==> src/rtl/multi_cycle_control_unit_pkg.sv <==
// multi_cycle_control_unit_pkg: opcodes, state encoding and control-word layout for the multi-cycle RV32I controller
package multi_cycle_control_unit_pkg;
  typedef enum logic [2:0] {S_IF, S_ID, S_EX, S_MEM, S_WB, S_BR_TAKEN, S_HALTED} state_e;
  localparam logic [6:0] OP_ARITHMETIC     = 7'b0110011;
  localparam logic [6:0] OP_ARITHMETIC_IMM = 7'b0010011;
  localparam logic [6:0] OP_LOAD           = 7'b0000011;
  localparam logic [6:0] OP_STORE          = 7'b0100011;
  localparam logic [6:0] OP_BRANCH         = 7'b1100011;
  localparam logic [6:0] OP_JAL            = 7'b1101111;
  localparam logic [6:0] OP_JALR           = 7'b1100111;
  localparam logic [6:0] OP_ECALL          = 7'b1110011;
  localparam logic [1:0] ALU_OP_ADD        = 2'b00;
  localparam logic [1:0] ALU_OP_BRANCH     = 2'b01;
  localparam logic [1:0] ALU_OP_FUNCT      = 2'b10;
  localparam logic [1:0] ALU_SRC_B_REG     = 2'b00;
  localparam logic [1:0] ALU_SRC_B_IMM     = 2'b01;
  localparam logic [1:0] ALU_SRC_B_FOUR    = 2'b10;
  typedef struct packed {
    logic       pc_write;
    logic       pc_source;
    logic       i_or_d;
    logic       mem_read;
    logic       mem_write;
    logic       ir_write;
    logic       mem_to_reg;
    logic       pc_to_reg;
    logic       reg_write;
    logic       alu_src_a;
    logic [1:0] alu_src_b;
    logic [1:0] alu_op;
    logic       is_ecall;
    logic       is_halted;
  } ctrl_t;
  // Opcodes that continue past ID into EX; ECALL is decided in ID
  function automatic logic is_exec_op(input logic [6:0] op);
    return op inside {OP_ARITHMETIC, OP_ARITHMETIC_IMM, OP_LOAD, OP_STORE, OP_BRANCH, OP_JAL, OP_JALR};
  endfunction
endpackage

==> src/rtl/multi_cycle_control_unit_mem_wait_timer.sv <==
// mem_wait_timer: counts memory-access cycles and flags the final one
module mem_wait_timer #(
  parameter int MEM_LATENCY = 1
) (
  input  logic clk,
  input  logic reset,
  input  logic clear,
  input  logic enable,
  output logic last
);
  localparam int CW = (MEM_LATENCY > 1) ? $clog2(MEM_LATENCY) : 1;
  logic [CW-1:0] cnt_q, cnt_d;
  assign cnt_d = clear ? '0 : enable ? cnt_q + 1'b1 : cnt_q;
  assign last = cnt_q == CW'(MEM_LATENCY - 1);
  always_ff @(posedge clk) begin
    cnt_q <= reset ? '0 : cnt_d;
  end
endmodule

==> src/rtl/multi_cycle_control_unit.sv <==
// multi_cycle_control_unit: IF/ID/EX/MEM/WB sequencer driving the shared-memory RV32I datapath
module multi_cycle_control_unit
  import multi_cycle_control_unit_pkg::*;
#(
  parameter int MEM_LATENCY   = 1,
  parameter int HALT_ON_ECALL = 1
) (
  input  logic       clk,
  input  logic       reset,
  input  logic [6:0] opcode,
  input  logic       bcond,
  input  logic       halt_cond,
  output logic       pc_write,
  output logic       pc_source,
  output logic       i_or_d,
  output logic       mem_read,
  output logic       mem_write,
  output logic       ir_write,
  output logic       mem_to_reg,
  output logic       pc_to_reg,
  output logic       reg_write,
  output logic       alu_src_a,
  output logic [1:0] alu_src_b,
  output logic [1:0] alu_op,
  output logic       is_ecall,
  output logic       is_halted
);
  state_e state_q, state_d;
  ctrl_t  c;
  logic   busy, last;
  assign busy = state_q == S_IF || state_q == S_MEM;
  // Clearing on the last count leaves the counter at 0 on entry to the next access
  mem_wait_timer #(.MEM_LATENCY(MEM_LATENCY)) u_timer (
    .clk   (clk),
    .reset (reset),
    .clear (busy && last),
    .enable(busy),
    .last  (last)
  );
  always_ff @(posedge clk) begin
    state_q <= reset ? S_IF : state_d;
  end
  always_comb begin
    c = '0;
    state_d = state_q;
    case (state_q)
      S_IF: begin
        c.mem_read = 1'b1;
        c.ir_write = last;
        state_d = last ? S_ID : S_IF;
      end
      S_ID: begin
        c.pc_write = 1'b1;
        c.alu_src_b = ALU_SRC_B_FOUR;
        c.is_ecall = opcode == OP_ECALL;
        state_d = (opcode == OP_ECALL) ? ((halt_cond && HALT_ON_ECALL != 0) ? S_HALTED : S_IF)
                : is_exec_op(opcode) ? S_EX : S_IF;
      end
      S_EX: begin
        c.alu_src_a = 1'b1;
        case (opcode)
          OP_ARITHMETIC: begin
            c.alu_op = ALU_OP_FUNCT;
            state_d = S_WB;
          end
          OP_ARITHMETIC_IMM: begin
            c.alu_src_b = ALU_SRC_B_IMM;
            c.alu_op = ALU_OP_FUNCT;
            state_d = S_WB;
          end
          OP_LOAD, OP_STORE: begin
            c.alu_src_b = ALU_SRC_B_IMM;
            state_d = S_MEM;
          end
          OP_BRANCH: begin
            c.alu_op = ALU_OP_BRANCH;
            state_d = bcond ? S_BR_TAKEN : S_IF;
          end
          OP_JAL, OP_JALR: begin
            c.alu_src_a = opcode == OP_JALR;
            c.alu_src_b = ALU_SRC_B_IMM;
            c.pc_write = 1'b1;
            c.reg_write = 1'b1;
            c.pc_to_reg = 1'b1;
            state_d = S_IF;
          end
          default: state_d = S_IF;
        endcase
      end
      S_BR_TAKEN: begin
        c.pc_write = 1'b1;
        c.alu_src_b = ALU_SRC_B_IMM;
        state_d = S_IF;
      end
      S_MEM: begin
        c.i_or_d = 1'b1;
        c.mem_read = opcode == OP_LOAD;
        c.mem_write = opcode == OP_STORE;
        state_d = !last ? S_MEM : (opcode == OP_LOAD) ? S_WB : S_IF;
      end
      S_WB: begin
        c.reg_write = 1'b1;
        c.mem_to_reg = opcode == OP_LOAD;
        state_d = S_IF;
      end
      S_HALTED: c.is_halted = 1'b1;
      default: state_d = S_IF;
    endcase
  end
  assign {pc_write, pc_source, i_or_d, mem_read, mem_write, ir_write, mem_to_reg, pc_to_reg,
          reg_write, alu_src_a, alu_src_b, alu_op, is_ecall, is_halted} = reset ? '0 : c;
endmodule

==> config.mk <==
export PLATFORM = sky130hd
export DESIGN_NAME = multi_cycle_control_unit
export DESIGN_NICKNAME = d
export VERILOG_FILES = /design/src/rtl/multi_cycle_control_unit_pkg.sv /design/src/rtl/multi_cycle_control_unit_mem_wait_timer.sv /design/src/rtl/multi_cycle_control_unit.sv
export SDC_FILE = /design/constraint.sdc
export NUM_CORES = 1
export LEC_CHECK = 0
export ABC_AREA = 1
export CAP_MARGIN = 20
export CORE_AREA = 10 10 47 49
export CTS_BUF_LIST = sky130_fd_sc_hd__clkbuf_8
export DETAILED_ROUTE_END_ITERATION = 10
export DIE_AREA = 0 0 57 59
export PLACE_DENSITY = 0.9
export SYNTH_ARGS = -nofsm -noshare
export SYNTH_HDL_FRONTEND = slang
export SYNTH_SLANG_ARGS = --single-unit
==> constraint.sdc <==
create_clock -name clk -period 2.6 [get_ports clk]
set_input_delay 0.52 -clock clk [delete_from_list [all_inputs] [get_ports clk]]
set_output_delay 0.52 -clock clk [all_outputs]
set_load 0.005 [all_outputs]
==> reports/results.txt <==
fillers = 141
layout cells sized above 1 = 28.1%
Buffers on Ports = 25
post-synth top area share = 19.2%
clk sinks = 4
clock skew = 0.00804 ns
H-tree depth = 1
cell area power density = 286 nW/um2
Root Driver = clkbuf_8
Starting Density = 37.7%
CP max FO = 4
Synth top cells by count = 27 x nand2_1, 12 x nor2_1, 10 x inv_1, 8 x nand3_1, 7 x nor2_2
Peak VDD IR = 366 uV
Hold Crit Class = reg -> reg
Post-route DRC = 0
Final setup viols = 0
CTS Buf Count = 3
Routed WL = 1860 um
Die Y = 59 um
Final #Nets = 148
first-pass GRT wire length = 3000 um
WP data arrival = 2.01 ns
Initial DRC Count = 14
area grow syn2layout = 76.5%
full die area = 3360 um2
Mapped Nets = 108
Leak = 0.484 nW
Syn. warnings = 0
cts hold-fix bufs = 0
max_cap viols = 0
Seq/Total Area, Yosys = 15.2%
Setup crit start kind = input port
Setup TNS = 0 ns
ys async rst share = 0%
Area after DPL = 866 um2
Avg WL per Cell = 12.3 um
vias per cell = 4.86
Pre-Repair DR Iteration Count = 4
I/O Pins = 27
die width = 57 um
commonest register cell after synthesis = dfxtp_1
Overflow after GRT = 0
via count = 734
vias in the first global route = 740
Setup Crit Path Kind = in -> out
Synth area leader = nand2_1
Crit. End Element = primary output
clk buf depth = 2
final-report hold violation count = 0
Syn Inst Count = 97
CTS tree = built
cell area after synthesis = 528 um2
row count = 14
initial antenna violation count = 0
Final Hold Slack = 0.507 ns
Routability Congestion = 0.871
RSZ-0062 raised after global routing = no
Antenna Nets Post-Route = 0
pin count of the biggest net entering global routing = 7
status = finished, final reports clean
Total GRT Usage = 10.9%
n_diodes = 0
CORE AREA = 1400 um2
Unique masters post-synth = 22
Yosys reg bits = 4
max-slew violation count = 0
min Tclk post-route = 2.53 ns
f_max = 395 MHz
Worst-path clk slew = 0.04 ns
most common cell in the netlist = nand2_1
hpwl dp = 1550 um
Avg Cell Area, Syn = 5.44 um2
clk_lat worst skew = 0.22 ns
fin crit share = 97.3%
top cells by area, synth = nand2_1 19%, dfxtp_1 15%, nor2_1 8.5%, nor2_2 8.3%, nand3_1 7.6%
Worst Path Required = 2.08 ns
Post-synth EDFFs = 0
final instance area = 932 um2
[registers in the layout, summed over array words and instances, names as in the netlist]
| register | cells |
|---|---|
| u_timer.cnt_q | 1 |
| state_q | 3 |
[per-layer routing]
layer | part of all wire (%) | track usage (%)
met5 | 0 | 0
met1 | 40 | 10.3
met3 | 10 | 5.15
met2 | 49 | 20.0
met4 | 0 | 3.69
[through the flow]
stage / power [mW] / util, % / worst slack, ns / instances
after global placement: 0.131 / 61.8 / -0.0863 / 147
after detailed placement: 0.133 / 61.8 / -0.121 / 147
after global routing: 0.282 / 66.5 / 0.00423 / 151
after CTS: 0.269 / 65.3 / 0.0344 / 151
after floorplan: 0.0941 / - / 0.872 / 97
final: 0.267 / 66.5 / 0.0708 / 151
[what timing repair did]
item / 4_1_cts / 5_1_grt
buffers inserted: 1 / 0
gates resized for setup: 11 / 5
pin swaps: 1 / 2
cloned: 0 / 0
setup endpoints to repair: 9 / 4
[final timing paths]
kind,start,to,slack (ns),cells after the start
min,u_timer.cnt_q,u_timer.cnt_q,0.51,2
max,opcode[1],pc_to_reg,0.07,7
min reg2reg,u_timer.cnt_q,u_timer.cnt_q,0.51,2
max reg2reg,state_q[1],state_q[2],1.45,9
[placed cells by master, fill, tap and decap left out, types with 2 or more instances in the layout]
cell | synthesis | final
a21oi_1 | 2 | 2
buf_4 | 2 | 12
clkbuf_8 | 0 | 3
clkdlybuf4s50_1 | 0 | 13
dfxtp_1 | 4 | 4
dlygate4sd2_1 | 0 | 8
dlymetal6s2s_1 | 0 | 4
inv_1 | 10 | 10
inv_2 | 6 | 6
nand2_1 | 27 | 27
nand2_2 | 3 | 3
nand3_1 | 8 | 7
nor2_1 | 12 | 10
nor2_2 | 7 | 9
nor3_1 | 5 | 5
[layout make-up]
class                      instances  area (um2)  area share [%]
clock buffer                       3        41.3            4.43
inverter                          17        65.1            6.98
multi-input combinational         74         385            41.3
sequential                         4        80.1            8.59
tap                               16        20.0            2.15
timing repair buffer              37         340            36.5
[power by group]
| part | switching (mW) | internal (mW) |
|---|---|---|
| clock | 0.0359 | 0.0990 |
| sequential | 0.00133 | 0.0632 |
| combinational | 0.0345 | 0.0328 |
| total | 0.0717 | 0.195 |
[critical path: stages]
cell and delay (ns):
clkdlybuf4s50_1 0.46, nand2_1 0.09, inv_2 0.12, nand3_4 0.10, nor2_4 0.12, buf_4 0.10
clkdlybuf4s50_1 0.49
[cell families (layout without fill, tap and decap cells)]
logic type / count (synthesis) / after routing / share of synthesized area [%]
compound gates: 6 / 6 / 7.11
buf+inv: 19 / 57 / 15.2
flops: 4 / 4 / 15.2
other cells: 1 / 1 / 0.710
simple gates: 67 / 67 / 61.8
Power figures use the tool's default switching activity.
